<file path="src/rtl/viterbi_ctrl.sv">
// Sequencing controller for a hard-decision Viterbi decoder: accepts one code symbol
// at a time, sweeps the shared branch-metric unit over all four codewords, strobes ACS,
// and hands the finished frame to traceback.
module viterbi_ctrl #(
    parameter int FRAME_LEN  = 8,
    parameter int data_width = 2
) (
    input  logic                      clk,
    input  logic                      rst,
    input  logic                      start,
    input  logic [data_width-1:0]     rx_data,
    input  logic                      rx_valid,
    output logic                      rx_ready,
    output logic [data_width-1:0]     bmu_rx,
    output logic [data_width-1:0]     bmu_trellis,
    input  logic [data_width-1:0]     bmu_metric,
    output logic [4*data_width-1:0]   bm_vec,
    output logic                      acs_en,
    output logic                      tb_start,
    input  logic                      tb_done,
    output logic [7:0]                sym_cnt,
    output logic                      busy,
    output logic                      done
);

    typedef enum logic [2:0] {
        IDLE,
        WAIT_SYM,
        BM,
        ACS,
        TB,
        DONE
    } state_t;

    localparam logic [7:0] LAST_SYM = 8'(FRAME_LEN - 1);

    state_t          state;
    state_t          state_next;
    logic [1:0]      phase;

    always_comb begin
        // NOTE: default first so every path assigns state_next and no latch is inferred.
        state_next = state;
        case (state)
            IDLE:     if (start)         state_next = WAIT_SYM;
            WAIT_SYM: if (rx_valid)      state_next = BM;
            BM:       if (phase == 2'd3) state_next = ACS;
            ACS:      state_next = (sym_cnt == LAST_SYM) ? TB : WAIT_SYM;
            TB:       if (tb_done)       state_next = DONE;
            DONE:     state_next = IDLE;
            default:  state_next = IDLE;
        endcase
    end

    // Handshake and codeword select are pure decodes of the state register.
    assign rx_ready    = (state == WAIT_SYM);
    assign busy        = (state != IDLE);
    assign bmu_trellis = (state == BM) ? data_width'(phase) : '0;

    // NOTE: sequential state uses non-blocking assignments so every register samples
    // pre-edge values regardless of statement order.
    always_ff @(posedge clk) begin
        if (rst) begin
            state    <= IDLE;
            phase    <= 2'd0;
            sym_cnt  <= 8'd0;
            bm_vec   <= '0;
            bmu_rx   <= '0;
            acs_en   <= 1'b0;
            tb_start <= 1'b0;
            done     <= 1'b0;
        end else begin
            state    <= state_next;
            phase    <= (state == BM) ? phase + 2'd1 : 2'd0;
            // Strobes are registered from the next state so they line up with it.
            acs_en   <= (state_next == ACS);
            tb_start <= (state == ACS) && (state_next == TB);
            done     <= (state_next == DONE);

            if (state == WAIT_SYM && rx_valid)
                bmu_rx <= rx_data;

            if (state == BM)
                bm_vec[{phase, 1'b0} +: data_width] <= bmu_metric;

            if (state == IDLE && start)
                sym_cnt <= 8'd0;
            else if (state == ACS && state_next == WAIT_SYM)
                sym_cnt <= sym_cnt + 8'd1;
        end
    end

endmodule

</file>
<file path="config.mk">
export PLATFORM = sky130hd
export DESIGN_NAME = viterbi_ctrl
export DESIGN_NICKNAME = d
export VERILOG_FILES = /design/src/rtl/viterbi_ctrl.sv
export SDC_FILE = /design/constraint.sdc
export NUM_CORES = 1
export LEC_CHECK = 0
export BUFFER_PORTS_ARGS = -buffer_cell sky130_fd_sc_hd__buf_2
export CORE_MARGIN = 3
export CORE_UTILIZATION = 48
export DETAILED_ROUTE_END_ITERATION = 10
export GPL_TIMING_DRIVEN = 0
export PLACE_DENSITY = 0.73
export SLEW_MARGIN = 10
export SYNTH_ARGS = -nofsm -noshare
export SYNTH_HDL_FRONTEND = slang
export SYNTH_SLANG_ARGS = --single-unit
</file>
<file path="constraint.sdc">
create_clock -name clk -period 4.7 [get_ports clk]
set_clock_uncertainty 0.1 [all_clocks]
set_input_delay 0.47 -clock clk [delete_from_list [all_inputs] [get_ports clk]]
set_output_delay 0.47 -clock clk [all_outputs]
set_load 0.03 [all_outputs]
</file>
==> results.json <==
{
  "wl_per_cell_um": 14.7,
  "cts_sinks": 26,
  "grt_pass1_wl_um": 5470,
  "synth.avg_cell_area_um2": 9.58,
  "finalSetupTns_ps": 0,
  "postCtsHoldBufs": 0,
  "place_area_um2": 1600,
  "synthCells": 146,
  "place_congestion": 0.783,
  "seqCellArea_um2": 520,
  "critPathMaxFanout": 10,
  "timing.final.crit_period_ps": 2310,
  "synth_cell_type_count": 42,
  "netlist_area_um2": 1400,
  "dr.pass1.iters": 4,
  "ys_seq_elements": 26,
  "track_usage_pct": 20.1,
  "yosys_warnings": 0,
  "synth-edff-count": 0,
  "rsz0062_at_grt": "false",
  "slew_viol_final": 0,
  "maxCapViolCount": 0,
  "die_w_um": 60.0,
  "critPathKind": "flop to output pin",
  "synthTopCellsByCount": "dfxtp_1 (26), a21oi_1 (11), mux2i_1 (8), nor2_1 (8), o21ai_0 (8)",
  "nets": 200,
  "cts_setup_buffers": 0,
  "required_ps": 4130,
  "period_share_pct": 49.2,
  "end_kind": "output pin",
  "drive_gt1_share_pct": 28.6,
  "grt_max_degree": 14,
  "worstMarginPinSlew_ps": 470,
  "vias_per_cell": 5.98,
  "grt_overflow_total": 0,
  "drc": 0,
  "multi_input_area_um2": 817,
  "clockBufferDepth": 2,
  "arrival_ps": 1740,
  "clk_pin_slew_worst_paths_ps": 140,
  "die_area_um2": 3600,
  "start_kind": "flop",
  "stdcell_area_um2": 1620,
  "ant_nets": 0,
  "h-tree-depth": 1,
  "status": "finished clean",
  "hp-class": "primary input to flop",
  "leakage_nw": 0.674,
  "n_antenna_cell": 0,
  "synth_area_leaders": "dfxtp_1 (37%), ha_1 (6.3%), mux2i_1 (5.7%)",
  "async_reset_ff_share_pct": 0,
  "synth_fp_nets": 162,
  "power.density_nw_per_um2": 231,
  "finalSetupViolCount": 0,
  "io_pins": 34,
  "yosysSeqAreaShare_pct": 37.2,
  "vias": 1268,
  "die_y_um": 60.0,
  "start_util_pct": 53.5,
  "antenna_found_initial": 0,
  "port_buffers": 33,
  "core_um2": 2610,
  "synth.largest_area_cell": "dfxtp_1",
  "routed_wl_um": 3110,
  "max-vdd-ir-drop_uv": 163,
  "slew-limit-headroom_pct": 68.7,
  "synth_ff_type": "dfxtp_1",
  "cts_tree": "yes",
  "cts-root-buf": "clkbuf_4",
  "fmax_ghz": 0.432,
  "yosys.cell_count.top_type": "dfxtp_1",
  "cts_buffers": 3,
  "clock_latency_ps": 330,
  "hpwl_um": 2400,
  "syn_to_final_growth_pct": 16.1,
  "drtIter0Drc": 44,
  "finalHoldViolations": 0,
  "grt_pass1_vias": 1235,
  "cts_resized": 0,
  "post-synth-top-area-fraction_pct": 37.2,
  "n_fill_cell": 241,
  "row_count": 18
}
==> critical path, stage by stage (launching register included) <==
cell and delay (ps):
dfxtp_1 480, or3b_1 380, clkbuf_1 210, nor2_1 130
buf_2 200
==> cells by family after synthesis <==
family          synth area share [%]
compound gates                  13.2
fa+ha+maj                       6.26
simple gates                    32.4
mux                             6.53
buf+inv                         4.38
flops                           37.2
==> metrics by stage <==
step                hold slack, ps  total power, mW  instances  util, %  worst slack (ps)
finish                         273            0.376        212     62.2              2390
floorplan                      439            0.269        146        -              2780
detailed placement             364            0.284        209     61.3              2770
global placement               360            0.282        209     61.3              2770
global route                   269            0.391        212     62.2              2220
CTS                            267            0.379        212     62.2              2380
==> power breakdown <==
group          leakage (nW)  internal, mW  switching, mW
Sequential            0.210         0.224        0.00399
Combinational         0.450        0.0208         0.0306
Clock                0.0138        0.0302         0.0665
==> cells in the final DEF, fill, tap and decap left out, drive strengths merged, types with 2 or more instances in the layout <==
cell     n
o21ai    8
dfxtp   26
a21oi   12
inv      6
mux2i    8
a211oi   5
buf     37
or3      3
nand2    5
nand4    7
o31ai    2
ha       7
or4      2
nor2     8
nand3b   8
nor3b    6
and4bb   3
or3b     4
nand2b   2
and4b    2
nor3     3
clkbuf   6
==> layout make-up <==
type / instances / area share, %
Multi-Input combinational cell: 107 / 50.3
Sequential cell: 26 / 32.0
Timing Repair Buffer: 33 / 10.2
Buffer: 7 / 2.39
Tap cell: 30 / 2.31
Clock buffer: 3 / 1.39
Inverter: 6 / 1.39
==> routing by layer <==
layer | vias to the layer above | GRT usage [%] | wire length (um)
met5 | - | 0 | 0
met1 | 612 | 23.2 | 1320
met4 | 0 | 8.54 | 46
met2 | 31 | 35.6 | 1610
li1 | 619 | - | -
met3 | 6 | 3.67 | 131
==> final timing paths <==
check | end | from | slack (ps) | cells after the start
setup / recovery | bmu_trellis[1] | state[1] | 2390 | 4
hold / removal | bmu_rx[0] | rx_data[0] | 270 | 3
setup reg to reg | bm_vec[7] | phase[0] | 2820 | 5
hold reg to reg | bm_vec[4] | bm_vec[4] | 390 | 2
==> state kept, by name (all words and copies together), names as in the netlist <==
register  flops
acs_en        1
bmu_rx        2
state         3
bm_vec        8
sym_cnt       8
done          1
phase         2
tb_start      1
No activity file was read; power rests on OpenSTA's default activity.
